`config.mk`:
```
export PLATFORM = sky130hd
export DESIGN_NAME = comp_mult_apb_master
export DESIGN_NICKNAME = d
export VERILOG_FILES = /design/src/rtl/comp_mult_pkg.sv /design/src/rtl/comp_mult_apb_xfer.sv /design/src/rtl/comp_mult_apb_master.sv
export SDC_FILE = /design/constraint.sdc
export NUM_CORES = 1
export LEC_CHECK = 0
export CORE_MARGIN = 3
export CORE_UTILIZATION = 52
export CTS_CLUSTER_SIZE = 30
export DETAILED_ROUTE_END_ITERATION = 8
export PLACE_DENSITY = 0.95
export SYNTH_ARGS = -nofsm -noshare
export SYNTH_HDL_FRONTEND = slang
export SYNTH_SLANG_ARGS = --single-unit
export TNS_END_PERCENT = 1
```
`constraint.sdc`:
```
create_clock -name clk -period 5.4 [get_ports clk]
set_clock_uncertainty 0.1 [all_clocks]
set_input_delay 1.35 -clock clk [delete_from_list [all_inputs] [get_ports clk]]
set_output_delay 1.35 -clock clk [all_outputs]
set_load 0.005 [all_outputs]
```
`src/rtl/comp_mult_pkg.sv`:
```
// Shared definitions for the comp_mult APB initiator: register map of the
// target register file, the start command word and the job FSM encoding.
package comp_mult_pkg;

  localparam logic [2:0] REG_OP1  = 3'd0;
  localparam logic [2:0] REG_OP2  = 3'd1;
  localparam logic [2:0] REG_RES  = 3'd2;
  localparam logic [2:0] REG_NR   = 3'd3;
  localparam logic [2:0] REG_CFG  = 3'd4;
  localparam logic [2:0] REG_STOP = 3'd5;
  localparam logic [2:0] REG_STS  = 3'd6;

  localparam logic [15:0] CFG_START = 16'd1;

  typedef enum logic [3:0] {
    ST_IDLE      = 4'd0,
    ST_WR_OP1    = 4'd1,
    ST_WR_OP2    = 4'd2,
    ST_WR_RES    = 4'd3,
    ST_WR_NR     = 4'd4,
    ST_WR_START  = 4'd5,
    ST_POLL_RD   = 4'd6,
    ST_POLL_WAIT = 4'd7,
    ST_RD_STS    = 4'd8,
    ST_CLR       = 4'd9,
    ST_DONE      = 4'd10,
    ST_ERR       = 4'd11
  } state_t;

endpackage

```
`src/rtl/comp_mult_apb_xfer.sv`:
```
// Single-transfer APB engine. A req pulse loads a transfer into the output
// registers; psel stays high until pready, and a req on the completing edge
// chains the next transfer without dropping psel.
module comp_mult_apb_xfer
  import comp_mult_pkg::*;
#(
  parameter int SYS_AW = 16,
  parameter int REG_DW = 16
) (
  input  logic              clk,
  input  logic              sw_rst,
  input  logic              req,
  input  logic [SYS_AW-1:0] addr,
  input  logic              wr,
  input  logic [REG_DW-1:0] wdata,
  output logic              ack,
  output logic [REG_DW-1:0] rdata,
  output logic              err,
  output logic [SYS_AW-1:0] apb_paddr,
  output logic              apb_pwrite,
  output logic [REG_DW-1:0] apb_pwdata,
  output logic              apb_psel,
  input  logic              apb_pready,
  input  logic [REG_DW-1:0] apb_prdata,
  input  logic              apb_pslverr
);

  logic [SYS_AW-1:0] paddr_r;
  logic              pwrite_r;
  logic [REG_DW-1:0] pwdata_r;
  logic              psel_r;

  assign ack        = psel_r && apb_pready;
  assign err        = ack && apb_pslverr;
  assign rdata      = apb_prdata;
  assign apb_paddr  = paddr_r;
  assign apb_pwrite = pwrite_r;
  assign apb_pwdata = pwdata_r;
  assign apb_psel   = psel_r;

  // APB request registers: load on req, release psel on completion
  always_ff @(posedge clk) begin
    if (sw_rst) begin
      psel_r   <= 1'b0;
      paddr_r  <= {SYS_AW{1'b0}};
      pwrite_r <= 1'b0;
      pwdata_r <= {REG_DW{1'b0}};
    end else if (req) begin
      psel_r   <= 1'b1;
      paddr_r  <= addr;
      pwrite_r <= wr;
      pwdata_r <= wdata;
    end else if (ack) begin
      psel_r   <= 1'b0;
    end
  end

endmodule

```
`src/rtl/comp_mult_apb_master.sv`:
```
// Job-level APB initiator for comp_mult_top: programs operands, starts the
// multiplier, polls the stop bit with idle gaps, reads status and clears stop.
module comp_mult_apb_master
  import comp_mult_pkg::*;
#(
  parameter int APB_BADDR = 1024,
  parameter int SYS_AW    = 16,
  parameter int REG_DW    = 16,
  parameter int POLL_GAP  = 4,
  parameter int POLL_MAX  = 1024
) (
  input  logic              clk,
  input  logic              sw_rst,
  input  logic              job_val,
  output logic              job_rdy,
  input  logic [SYS_AW-1:0] job_op1_ba,
  input  logic [SYS_AW-1:0] job_op2_ba,
  input  logic [SYS_AW-1:0] job_res_ba,
  input  logic [REG_DW-1:0] job_nr_op,
  output logic              done_val,
  output logic              done_err,
  output logic [REG_DW-1:0] done_sts,
  output logic [SYS_AW-1:0] apb_paddr,
  output logic              apb_pwrite,
  output logic [REG_DW-1:0] apb_pwdata,
  output logic              apb_psel,
  input  logic              apb_pready,
  input  logic [REG_DW-1:0] apb_prdata,
  input  logic              apb_pslverr
);

  localparam int PCW      = $clog2(POLL_MAX + 1);
  localparam int GCW      = (POLL_GAP > 1) ? $clog2(POLL_GAP) : 1;
  localparam int GAP_LAST = (POLL_GAP > 0) ? POLL_GAP - 1 : 0;
  localparam logic [SYS_AW-1:0] BADDR = SYS_AW'(APB_BADDR);

  state_t            state_r, state_s;
  logic [SYS_AW-1:0] op2_r, res_r;
  logic [REG_DW-1:0] nr_r;
  logic [PCW-1:0]    poll_cnt_r;
  logic [GCW-1:0]    gap_cnt_r;
  logic              job_rdy_r, done_val_r, done_err_r;
  logic [REG_DW-1:0] done_sts_r;

  logic              req_s, req_wr_s, accept_s, sts_cap_s, poll_inc_s;
  logic [2:0]        req_off_s;
  logic [REG_DW-1:0] req_wdata_s;
  logic [SYS_AW-1:0] req_addr_s;
  logic              xfer_ack_s, xfer_err_s;
  logic [REG_DW-1:0] xfer_rdata_s;

  assign req_addr_s = BADDR + SYS_AW'(req_off_s);
  assign job_rdy    = job_rdy_r;
  assign done_val   = done_val_r;
  assign done_err   = done_err_r;
  assign done_sts   = done_sts_r;

  comp_mult_apb_xfer #(.SYS_AW(SYS_AW), .REG_DW(REG_DW)) u_xfer (
    .clk         (clk),
    .sw_rst      (sw_rst),
    .req         (req_s),
    .addr        (req_addr_s),
    .wr          (req_wr_s),
    .wdata       (req_wdata_s),
    .ack         (xfer_ack_s),
    .rdata       (xfer_rdata_s),
    .err         (xfer_err_s),
    .apb_paddr   (apb_paddr),
    .apb_pwrite  (apb_pwrite),
    .apb_pwdata  (apb_pwdata),
    .apb_psel    (apb_psel),
    .apb_pready  (apb_pready),
    .apb_prdata  (apb_prdata),
    .apb_pslverr (apb_pslverr)
  );

  // Job FSM next state; a transfer request is issued on the edge that enters its state
  always_comb begin
    state_s     = state_r;
    req_s       = 1'b0;
    req_off_s   = REG_OP1;
    req_wr_s    = 1'b0;
    req_wdata_s = {REG_DW{1'b0}};
    accept_s    = 1'b0;
    sts_cap_s   = 1'b0;
    poll_inc_s  = 1'b0;
    case (state_r)
      ST_IDLE: begin
        if (job_val && job_rdy_r) begin
          accept_s = 1'b1;
          if (job_nr_op == {REG_DW{1'b0}}) begin
            state_s = ST_DONE;
          end else begin
            state_s = ST_WR_OP1; req_s = 1'b1; req_off_s = REG_OP1;
            req_wr_s = 1'b1; req_wdata_s = REG_DW'(job_op1_ba);
          end
        end else begin
          state_s = ST_IDLE;
        end
      end
      ST_WR_OP1, ST_WR_OP2, ST_WR_RES, ST_WR_NR, ST_WR_START, ST_CLR: begin
        if (!xfer_ack_s) begin
          state_s = state_r;
        end else if (xfer_err_s) begin
          state_s = ST_ERR;
        end else begin
          req_s    = (state_r != ST_CLR);
          req_wr_s = (state_r != ST_WR_START) && (state_r != ST_CLR);
          case (state_r)
            ST_WR_OP1: begin state_s = ST_WR_OP2;   req_off_s = REG_OP2; req_wdata_s = REG_DW'(op2_r); end
            ST_WR_OP2: begin state_s = ST_WR_RES;   req_off_s = REG_RES; req_wdata_s = REG_DW'(res_r); end
            ST_WR_RES: begin state_s = ST_WR_NR;    req_off_s = REG_NR;  req_wdata_s = nr_r; end
            ST_WR_NR:  begin state_s = ST_WR_START; req_off_s = REG_CFG; req_wdata_s = REG_DW'(CFG_START); end
            ST_WR_START: begin state_s = ST_POLL_RD; req_off_s = REG_STOP; end
            default:   begin state_s = ST_DONE; end
          endcase
        end
      end
      ST_POLL_RD: begin
        if (!xfer_ack_s) begin
          state_s = ST_POLL_RD;
        end else if (xfer_err_s) begin
          state_s = ST_ERR;
        end else if (xfer_rdata_s[0]) begin
          state_s = ST_RD_STS; req_s = 1'b1; req_off_s = REG_STS;
        end else if (poll_cnt_r == PCW'(POLL_MAX - 1)) begin
          state_s = ST_ERR;
        end else begin
          state_s = ST_POLL_WAIT; poll_inc_s = 1'b1;
        end
      end
      ST_POLL_WAIT: begin
        if (gap_cnt_r == GCW'(GAP_LAST)) begin
          state_s = ST_POLL_RD; req_s = 1'b1; req_off_s = REG_STOP;
        end else begin
          state_s = ST_POLL_WAIT;
        end
      end
      ST_RD_STS: begin
        if (!xfer_ack_s) begin
          state_s = ST_RD_STS;
        end else if (xfer_err_s) begin
          state_s = ST_ERR;
        end else begin
          state_s = ST_CLR; sts_cap_s = 1'b1; req_s = 1'b1;
          req_off_s = REG_STOP; req_wr_s = 1'b1; req_wdata_s = {REG_DW{1'b0}};
        end
      end
      ST_DONE, ST_ERR: state_s = ST_IDLE;
      default:         state_s = ST_IDLE;
    endcase
  end

  // State, latched job fields, poll counters and registered job-side outputs
  always_ff @(posedge clk) begin
    if (sw_rst) begin
      state_r    <= ST_IDLE;
      op2_r      <= {SYS_AW{1'b0}};
      res_r      <= {SYS_AW{1'b0}};
      nr_r       <= {REG_DW{1'b0}};
      poll_cnt_r <= {PCW{1'b0}};
      gap_cnt_r  <= {GCW{1'b0}};
      job_rdy_r  <= 1'b1;
      done_val_r <= 1'b0;
      done_err_r <= 1'b0;
      done_sts_r <= {REG_DW{1'b0}};
    end else begin
      state_r    <= state_s;
      job_rdy_r  <= (state_s == ST_IDLE);
      done_val_r <= (state_s == ST_DONE) || (state_s == ST_ERR);
      done_err_r <= (state_s == ST_ERR);
      gap_cnt_r  <= (state_r == ST_POLL_WAIT) ? gap_cnt_r + GCW'(1) : {GCW{1'b0}};
      if (accept_s) begin
        op2_r      <= job_op2_ba;
        res_r      <= job_res_ba;
        nr_r       <= job_nr_op;
        poll_cnt_r <= {PCW{1'b0}};
        done_sts_r <= {REG_DW{1'b0}};
      end else begin
        if (poll_inc_s) poll_cnt_r <= poll_cnt_r + PCW'(1);
        if (sts_cap_s)  done_sts_r <= xfer_rdata_s;
      end
    end
  end

endmodule

```
Yosys cells after proc, flatten, opt, wreduce, memory -nomap -nowiden --
Cells that the tools add are included.
Storage, ports and cells: bits in registers 118, input port bits 85, output and inout port bits 53, word-level logic and storage cells 98
Cells by class: add/subtract/negate cells 3, equal/unequal tests 15, multiplexer cells 53, bitwise operators 1, reductions and logical operators 12
Operator list (number):
- 16-bit two-way mux | 4
- 16-bit one-hot mux with 4 select lines | 1
- 4-bit one-hot mux with 5 select lines | 2
- 4-bit two-way mux | 8
- 16-bit one-hot mux with 2 select lines | 1
- 3-bit two-way mux | 8
- 1-bit two-way mux | 23
- 4-bit by 3-bit == test with 1-bit output, second input constant | 4
- 4-bit == test, second input constant | 4
- 16-bit logical NOT | 1
- 3-bit one-hot mux with 5 select lines | 1
- 11-bit by 3-bit adder with 12-bit output, first input constant | 1
- 3-bit one-hot mux with 4 select lines | 1
- 11-bit by 1-bit adder with 11-bit output, second input constant | 1
- 11-bit by 10-bit == test with 1-bit output, second input constant | 1
- 4-bit by 2-bit == test with 1-bit output, second input constant | 2
- 4-bit logical NOT | 2
- 6-bit OR reduction | 1
- 1-bit one-hot mux with 5 select lines | 1
- 4-bit by 1-bit == test with 1-bit output, second input constant | 1
- 1-bit logical AND | 4
- 2-bit two-way mux | 2
- 4-bit by 3-bit inequality test with 1-bit output, second input constant | 1
- 4-bit inequality test, second input constant | 1
- 7 further kinds | 8

Depth between registers and ports, before layout --
depth in word-level cells 8, gate-level depth with buffers 9, depth with buffers taken out 6

Modules after synthesis --
Synthesis repeated with hierarchy kept, for this count alone.
Second synthesis, totals: cell total of the unflattened synthesis 664, area total of the unflattened synthesis 5356.4 sq um
By module, submodules not included:
- comp_mult_apb_master | instances 1, cells each 535, area an instance 3983.8 sq um, seq. area each 1681.6 sq um
- comp_mult_apb_xfer | instances 1, cells each 129, area an instance 1372.6 sq um, seq. area each 680.7 sq um

Worst setup path before layout --
No wires, ideal clock.
kind input port to flip-flop, start input apb_pslverr, end register poll_cnt_r[10], setup time 0.116 ns, arrival time 2.577 ns, data required time 5.184 ns, setup slack 2.608 ns, stages on the path 6, buffers on the path 1, cell sequence buf_2 nand3b_4 nor3_4 nand3_2 or3_1 and3_1
On the way: word-level cells in the longest chain between the ends 4
Ends and longest elaborated chain:
- from (decl) | RTL line comp_mult_apb_master.sv:29 | input logic apb_pslverr
- 1-bit logical AND | RTL line comp_mult_apb_xfer.sv:34 | assign err = ack && apb_pslverr;
- 1-bit two-way mux | RTL line comp_mult_apb_master.sv:122 | end else if (xfer_err_s) begin
- 1-bit two-way mux | RTL line comp_mult_apb_master.sv:120 | if (!xfer_ack_s) begin
- 1-bit two-way mux | RTL line comp_mult_apb_master.sv:87 | case (state_r)
- to (signal assigned) | RTL line comp_mult_apb_master.sv:161 | poll_cnt_r <= {PCW{1'b0}};
- to (signal assigned) | RTL line comp_mult_apb_master.sv:177 | poll_cnt_r <= {PCW{1'b0}};
- to (signal assigned) | RTL line comp_mult_apb_master.sv:180 | if (poll_inc_s) poll_cnt_r <= poll_cnt_r + PCW'(1);
- to (decl) | RTL line comp_mult_apb_master.sv:40 | logic [PCW-1:0] poll_cnt_r;
No other way between the ends. A chain may end at the register's enable or synchronous reset.

Worst setup path after layout --
start input job_val, end register u_xfer.paddr_r[2], in the netlist u_xfer.apb_paddr[2]
On the way: word-level cells in the longest chain between the ends 3
Ends and longest elaborated chain:
- from (decl) | RTL line comp_mult_apb_master.sv:14 | input logic job_val,
- 1-bit logical AND | RTL line comp_mult_apb_master.sv:89 | if (job_val && job_rdy_r) begin
- 1-bit two-way mux | RTL line comp_mult_apb_master.sv:89
- 1-bit one-hot mux with 5 select lines | RTL line comp_mult_apb_master.sv:87
- to (signal assigned) | RTL line comp_mult_apb_xfer.sv:45 | paddr_r <= {SYS_AW{1'b0}};
- to (signal assigned) | RTL line comp_mult_apb_xfer.sv:50 | paddr_r <= addr;
- to (decl) | RTL line comp_mult_apb_xfer.sv:28 | logic [SYS_AW-1:0] paddr_r;
No other way between the ends.

==> summary.md <==
| Metric | Value |
|---|---|
| Setup bufs post-CTS | `0` |
| Slowest cell delay on critical path | `0.66 ns` |
| Filler cells | `677` |
| Critical path required time | `5.54 ns` |
| Final Power | `0.00164 W` |
| Worst-path fanout max | `22` |
| DRT iter0 DRCs | `419` |
| Top cells by count, synth | `nand2_1, dfxtp_1, a21oi_1` |
| Slew Limit Fails | `0` |
| Largest net degree at the start of global routing | `79` |
| Share of layout cells above drive strength 1 | `0.0610` |
| DRC viols | `2` |
| DP HPWL | `9.45 mm` |
| Layout overhead on the synthesized area | `27.1%` |
| Top Ports | `138` |
| Vias in the first global route | `4,458` |
| 1st-pass router iterations | `9` |
| Critical path arrival | `3.66 ns` |
| Die area | `0.0106 mm2` |
| Post-CTS sizing | `0` |
| CTS clock-pin slew for the worst setup and hold paths | `0.10 ns` |
| Pre-CTS setup slack | `1.53 ns` |
| Headroom to the max-slew limit | `0.422` |
| Hold buffers post-CTS | `0` |
| Period utilization | `0.651` |
| Count leader, synth | `nand2_1` |
| Avg Inst Size Synth | `8.36 um2` |
| CTS sink cnt | `106` |
| Synth area leaders | `dfxtp_1, nand2_1, a21oi_1` |
| Initial core utilization | `0.549` |
| CP startpoint kind | `primary input` |
| Clk_lat worst skew | `0.38 ns` |
| Die W | `103 um` |
| Die height | `103 um` |
| Yosys Warn Count | `0` |
| Total grt overflow | `0` |
| Slowest cell on crit path | `nand2_1` |
| # H-tree levels | `3` |
| Hold Violations, Final | `0` |
| CP Capture Type | `flop` |
| TNS Setup | `0 ns` |
| VDD IR max | `0.173 mV` |
| Core area | `0.00893 mm2` |
| CTS tree | `done` |
| EDFF count, synth | `0` |
| Post-DRT Antenna Nets | `0` |
| Yosys top cell area share | `0.432` |
| Max Freq | `284 MHz` |
| Leak | `2.16 nW` |
| Cell Rows | `34` |
| Register area share after synthesis | `0.432` |
| Routed via count | `4,692` |
| Root buffer cell | `clkbuf_8` |
| Final setup margin | `1.88 ns` |
| Pwr/cell area | `263 mW/mm2` |
| Num CTS Buffers | `9` |
| Hold crit path type | `flop to flop` |
| IO Port Bufs | `125` |
| #FFs+latches synth | `106` |
| Tmin final | `3.52 ns` |
| # setup viols final | `0` |
| First-pass GRT wire length | `21.0 mm` |
| Library cells used by synthesis | `62` |
| Clock buffer depth | `2` |
| Synthesized instance count | `587` |
| Antenna Cells | `0` |
| Failing checks | `DRC` |
| R2r setup slk | `2.25 ns` |
| GP Congestion | `0.879` |
| RSZ-0062 raised after global routing | `false` |
| Asr flop ratio synth | `0` |
| Critical setup path kind | `primary input to flop` |
| Max Cap Viol | `0` |
| Cell area after synthesis | `0.00491 mm2` |
| Top_reg_cell synth | `dfxtp_1` |
| Area leader, netlist | `dfxtp_1` |
| Total GRT Usage | `0.250` |
| Vias per Instance | `5.89` |
| Final WL | `13.3 mm` |
| Initial antenna violation count | `0` |
| Slew @ Worst Pin | `0.866 ns` |
| Nets | `770` |
| Crit-path cells | `clkdlybuf4s50_1 > and4b_1 > nand2_1 > a311oi_1 > nor2_1` |
| Wire per inst | `16.7 um` |
| Status | `complete, but fails checks` |
-- per-layer routing --
metal | wire, um | global-route usage | up-vias
met5 | 0 | 0 | -
met4 | 444 | 0.103 | 0
met3 | 1030 | 0.0426 | 41
met2 | 6550 | 0.437 | 262
met1 | 5230 | 0.304 | 2164
li1 | - | - | 2225
-- final cells by class --
cell class / instances / area, um2 / area share
Multi-Input combinational cell: 428 / 2460 / 0.394
Sequential cell: 106 / 2120 / 0.340
Timing Repair Buffer: 130 / 1280 / 0.206
Tap cell: 108 / 135 / 0.0217
Clock buffer: 10 / 128 / 0.0205
Clock inverter: 6 / 81.3 / 0.0130
Inverter: 8 / 30.0 / 0.00481
-- path summary, 6_finish.rpt --
kind | cells past startpoint | start | endpoint
hold / removal | 1 | gap_cnt_r[0] | gap_cnt_r[0]
hold reg to reg | 1 | gap_cnt_r[0] | gap_cnt_r[0]
setup reg to reg | 6 | state_r[1] | poll_cnt_r[9]
setup / recovery | 5 | job_val | u_xfer.apb_paddr[2]
-- state kept, by name, indices dropped and copies added, names as in the netlist --
name,cells
u_xfer.apb_psel,1
nr_r,16
u_xfer.apb_pwrite,1
job_rdy,1
gap_cnt_r,2
poll_cnt_r,11
u_xfer.apb_paddr,4
done_val,1
state_r,4
done_sts,16
op2_r,16
res_r,16
done_err,1
u_xfer.apb_pwdata,16
-- where the power goes --
group,internal [W],total [W],switching [W]
Sequential,0.000824,0.000855,0.0000313
Clock,0.000227,0.000519,0.000292
Combinational,0.000128,0.000267,0.000138
-- stage by stage --
stage / utilization / instance area (um2) / hold WS (ns) / instances
6_report: 0.698 / 6240 / 0.355 / 796
5_1_grt: 0.698 / 6240 / 0.377 / 796
4_1_cts: 0.698 / 6240 / 0.357 / 796
3_5_place_dp: 0.675 / 6030 / 0.343 / 780
3_3_place_gp: 0.675 / 6030 / 0.316 / 780
2_1_floorplan: - / 4950 / 0.308 / 598
-- critical path: cells and delay by family --
family,cells,cell delay (ns)
AOI/OAI and AO/OA,1,0.45
and+or+nand+nor,3,1.37
buffers and inverters,1,0.48
-- logic make-up (layout without fill, tap and decap cells) --
kind of cell / count (synthesis) / count (layout) / share of synthesized area
XOR/XNOR: 4 / 4 / 0.00714
other: 1 / 12 / 0.000764
AND/OR/NAND/NOR: 233 / 233 / 0.238
AO/OA/AOI/OAI: 158 / 158 / 0.203
buffers and inverters: 64 / 154 / 0.0752
flip-flops: 106 / 106 / 0.432
adder cells (fa/ha/maj): 3 / 3 / 0.00714
multiplexers: 18 / 18 / 0.0367
-- layout by cell type, fill, tap and decap left out, types with 6 or more instances in the layout --
cell type / n
a21oi_1: 92
a22oi_1: 15
clkbuf_8: 9
clkdlybuf4s50_1: 124
conb_1: 12
dfxtp_1: 106
inv_1: 8
mux2i_1: 18
nand2_1: 140
nand3_1: 24
nand4_1: 6
nor2_1: 18
o21ai_0: 7
o2bb2ai_1: 16
Power figures use the tool's default switching activity.
==> variant 1 (same settings) <==
Put one more register stage on the output `done_err`, without a reset. The value now appears one clock later. The other outputs are not delayed to match.
--- a/src/rtl/comp_mult_apb_master.sv
+++ b/src/rtl/comp_mult_apb_master.sv
@@ -53,5 +53,7 @@
   assign job_rdy    = job_rdy_r;
   assign done_val   = done_val_r;
-  assign done_err   = done_err_r;
+  always_ff @(posedge clk) begin
+    done_err <= done_err_r;
+  end
   assign done_sts   = done_sts_r;
 
Behaviour: not the same (a bounded check fails within 4 cycles, from zero or initial values and one cycle with sw_rst high).
==> variant 1 against the original RTL <==
Area after synthesis fell by 1.6%; largest cell class unchanged; final cell count rose by 1.4%; clock power fell by 6.7%; power fell by 1.6%; design area fell by 1.4%; global-route usage fell by 0.80 points; critical path depth rose by 1; fmax rose by 0.38%; routed wire length fell by 4.5%; worst setup slack improved by 0.013 ns; sequential cell count rose by 1; synthesized cell count rose by 2.6%; hold slack got worse by 0.073 ns.
==> variant 1: results (changes against the original RTL) <==
- WL per Instance: 15.7 microns (-5.8%)
- DP HPWL: 9090 microns (-3.8%)
- Status: finished, final reports clean
- NetSw: 437 uW (-5.3%)
- Vias in the first global route: 4327 (-2.9%)
- Top area cells in the synthesized netlist: dfxtp_1 44%, nand2_1 12%, a21oi_1 9.2%, mux2i_1 3.5%, a22oi_1 2.6%
- Yosys cell types: 59 (-4.8%)
- Root Driver: clkbuf_8
- Setup Fix Bufs, Post-CTS: 0 (unchanged)
- Most frequent cells after synthesis: 155 x nand2_1, 107 x dfxtp_1, 89 x a21oi_1
- First drt pass iteration count: 5 (-4)
- Fillers: 689 (+1.8%)
- Nets: 781 (+1.4%)
- P_leak: 0.00207 uW (-4.0%)
- Largest net degree at the start of global routing: 80 (+1.3%)
- Routed vias/inst: 5.71 (-3.2%)
- First-pass GRT wire length: 20100 microns (-4.2%)
- Hold Crit Class: reg2reg
- Crit path max-delay family: compound AO/OA/AOI/OAI gates
- Slowest CP cell: a211oi_4
- Routability cong.: 0.840 (-4.5%)
- Area occupied by registers: 2140 sq um (+0.94%)
- Hold path depth: 0 (-1)
- Share of layout cells above drive strength 1: 5.01% (-1.1 points)
- Post-synthesis sequential area ratio: 44.3% (+1.1 points)
- Peak VDD IR: 0.123 mV (-29%)
- Slowest cell delay on critical path: 0.86 ns (+0.20 ns)
- Total track usage: 24.2% (-0.80 points)
- Iteration-0 DRC count of the detailed router: 307 (-27%)
variant 1: path summary, 6_finish.rpt:
path,start,end,slack (ns)
hold / removal,done_err_r$_SDFF_PP0_,done_err$_DFF_P_,0.28
setup / recovery,apb_pslverr,u_xfer.apb_paddr[0]$_SDFFE_PP0P_,1.90
setup reg to reg,state_r[2]$_SDFF_PP0_,done_err_r$_SDFF_PP0_,2.39
hold reg to reg,done_err_r$_SDFF_PP0_,done_err$_DFF_P_,0.28
variant 1: through the flow:
| stage | setup WS [ns] | cells | power [uW] |
|---|---|---|---|
| final | 1.90 | 807 | 1610 |
| after global routing | 1.77 | 807 | 1690 |
| after CTS | 1.92 | 807 | 1620 |
| after detailed placement | 1.56 | 791 | 1140 |
| after global placement | 1.69 | 791 | 1130 |
| after floorplan | 2.54 | 613 | 1030 |
variant 1: cell type report:
cell class              instances  area share (%)
multi-input cells             440            38.6
flip-flops and latches        107            34.8
repair buffers                129            20.8
well taps                     108            2.20
clock buffers                  10            2.08
clock inverters                 6            1.06
inverters                       7           0.427
variant 1: routing by layer:
metal / wire length, microns / global-route usage [%] / up-vias
met5: 0 / 0 / -
met4: 388 / 9.99 / 0
met3: 872 / 4.10 / 37
met2: 6420 / 42.4 / 224
met1: 4980 / 29.4 / 2123
li1: - / - / 2221
variant 1: cells by family after synthesis:
family                     after synthesis  share of synthesized area (%)
xor gates and xnor gates                 9                           1.63
and+or+nand+nor                        249                           24.0
DFF                                    107                           44.3
buffers and inverters                   66                           7.35
other                                    1                         0.0776
AOI/OAI and AO/OA                      149                           18.1
muxes                                   18                           3.75
adders and majority gates                3                          0.725
variant 1: power groups by stage:
stage / Combinational, uW / Clock, uW / Sequential, uW
floorplan: 155 / 0 / 872
global placement: 255 / 0 / 878
detailed placement: 265 / 0 / 880
CTS: 266 / 489 / 862
global route: 293 / 525 / 868
finish: 268 / 484 / 863
==> variant 2 (same flow settings) <==
Made on the original files. `SYS_AW` is set to 16 in 2 places; all go to 17.
--- a/src/rtl/comp_mult_apb_xfer.sv
+++ b/src/rtl/comp_mult_apb_xfer.sv
@@ -5,5 +5,5 @@
   import comp_mult_pkg::*;
 #(
-  parameter int SYS_AW = 16,
+  parameter int SYS_AW = 17,
   parameter int REG_DW = 16
 ) (
--- a/src/rtl/comp_mult_apb_master.sv
+++ b/src/rtl/comp_mult_apb_master.sv
@@ -5,5 +5,5 @@
 #(
   parameter int APB_BADDR = 1024,
-  parameter int SYS_AW    = 16,
+  parameter int SYS_AW    = 17,
   parameter int REG_DW    = 16,
   parameter int POLL_GAP  = 4,
Ports: changed (resized apb_paddr, job_op1_ba, job_op2_ba and job_res_ba); port bits go from 138 to 142. No check against the original RTL was run, so the function may have changed too.
==> variant 2 against the original RTL <==
Area after synthesis rose by 0.15%; power fell by 3.0%; design area fell by 0.18%; hold slack got worse by 0.015 ns; routed wire length fell by 2.3%; first-iteration DRC count fell by 20%; worst setup slack got worse by 0.13 ns; sequential cell count did not move; critical path type unchanged; largest cell class unchanged; largest power group unchanged.
==> variant 2: results (changes against the original RTL) <==
- Clk_lat worst skew: 0.36 ns (-0.02 ns)
- DP HPWL: 9420 microns (-0.30%)
- Area share of fa/ha/maj cells after synthesis: 0.713% (-0.0011 points)
- Post-synthesis sequential area ratio: 43.2% (-0.066 points)
- Routed vias: 4617 (-1.6%)
- Xor-xnor portion of the synthesized cell area: 0.713% (-0.0011 points)
- Arrival time worst endpoint: 3.77 ns (+0.11 ns)
- DP Worst Slack: 1.45 ns (-0.0810 ns)
- Synth Area in Compound Gates: 20.2% (-0.031 points)
- Routing usage on met2: 43.9% (+0.20 points)
- Crit path time final: 3.64 ns (+0.125 ns)
- Total track usage: 24.4% (-0.55 points)
- Status: finished, final reports clean
- Nets: 774 (+0.52%)
- R2R Path Start: state_r[2]$_SDFF_PP0_
- Top area cells in the synthesized netlist: dfxtp_1 43%, nand2_1 11%, a21oi_1 9.4%, mux2i_1 3.7%, o2bb2ai_1 2.9%
- Routability cong.: 0.926 (+5.3%)
- RR Endpoint: u_xfer.apb_paddr[2]$_SDFFE_PP0P_
- Residual DRC: 0 (-2)
- Global-route met3 utilization: 4.09% (-0.17 points)
- Peak VDD IR: 0.184 mV (+6.7%)
- R2R depth: 5 (-1)
- Vias in the first global route: 4516 (+1.3%)
- First-pass GRT wire length: 20600 microns (-1.9%)
- GR met1 Demand/Resource: 28.2% (-2.2 points)
- First drt pass iteration count: 5 (-4)
variant 2: cell types whose count changed after synthesis, sizes merged:
cell | unedited run | this run
buf | 38 | 39
variant 2: per-stage QoR:
stage	util (%)	area, sq um	hold slack [ns]	instances
floorplan	-	4960	0.308	600
global placement	67.5	6030	0.315	781
detailed placement	67.5	6030	0.326	781
CTS	69.7	6230	0.341	797
global route	69.7	6230	0.349	797
finish	69.7	6230	0.341	797
variant 2: worst min path at each step:
stage / end / cells after the start
floorplan: gap_cnt_r[0]$_SDFF_PP0_ / 1
global placement: gap_cnt_r[0]$_SDFF_PP0_ / 1
detailed placement: gap_cnt_r[0]$_SDFF_PP0_ / 1
CTS: gap_cnt_r[0]$_SDFF_PP0_ / 1
global route: gap_cnt_r[0]$_SDFF_PP0_ / 1
finish: gap_cnt_r[0]$_SDFF_PP0_ / 1
variant 2: where the power goes:
part / switching, uW / internal (uW) / total (uW)
sequential: 29.4 / 824 / 853
combinational: 139 / 128 / 267
clock: 280 / 191 / 471
variant 2: final cells by class:
class                      count  area [sq um]
fill                         674          2710
multi-input combinational    429          2460
sequential                   106          2120
timing repair buffer         130          1280
clock buffer                  10           138
tap                          108           135
clock inverter                 6          56.3
inverter                       8          30.0
variant 2: routing by layer:
layer  vias to the layer above  routed length (microns)  share of wire [%]
met1                      2130                     5000                 39
met2                       225                     6690                 52
li1                       2227                        -                  -
met5                         -                        0                  0
met3                        35                      834                6.4
met4                         0                      437                3.4
variant 2: cell families (layout without fill, tap and decap cells):
family,Yosys count,count (layout)
DFF,106,106
AOI/OAI and AO/OA,158,158
buffers and inverters,65,154
muxes,18,18
and+or+nand+nor,233,233
other,1,13
adders and majority gates,3,3
xor gates and xnor gates,4,4
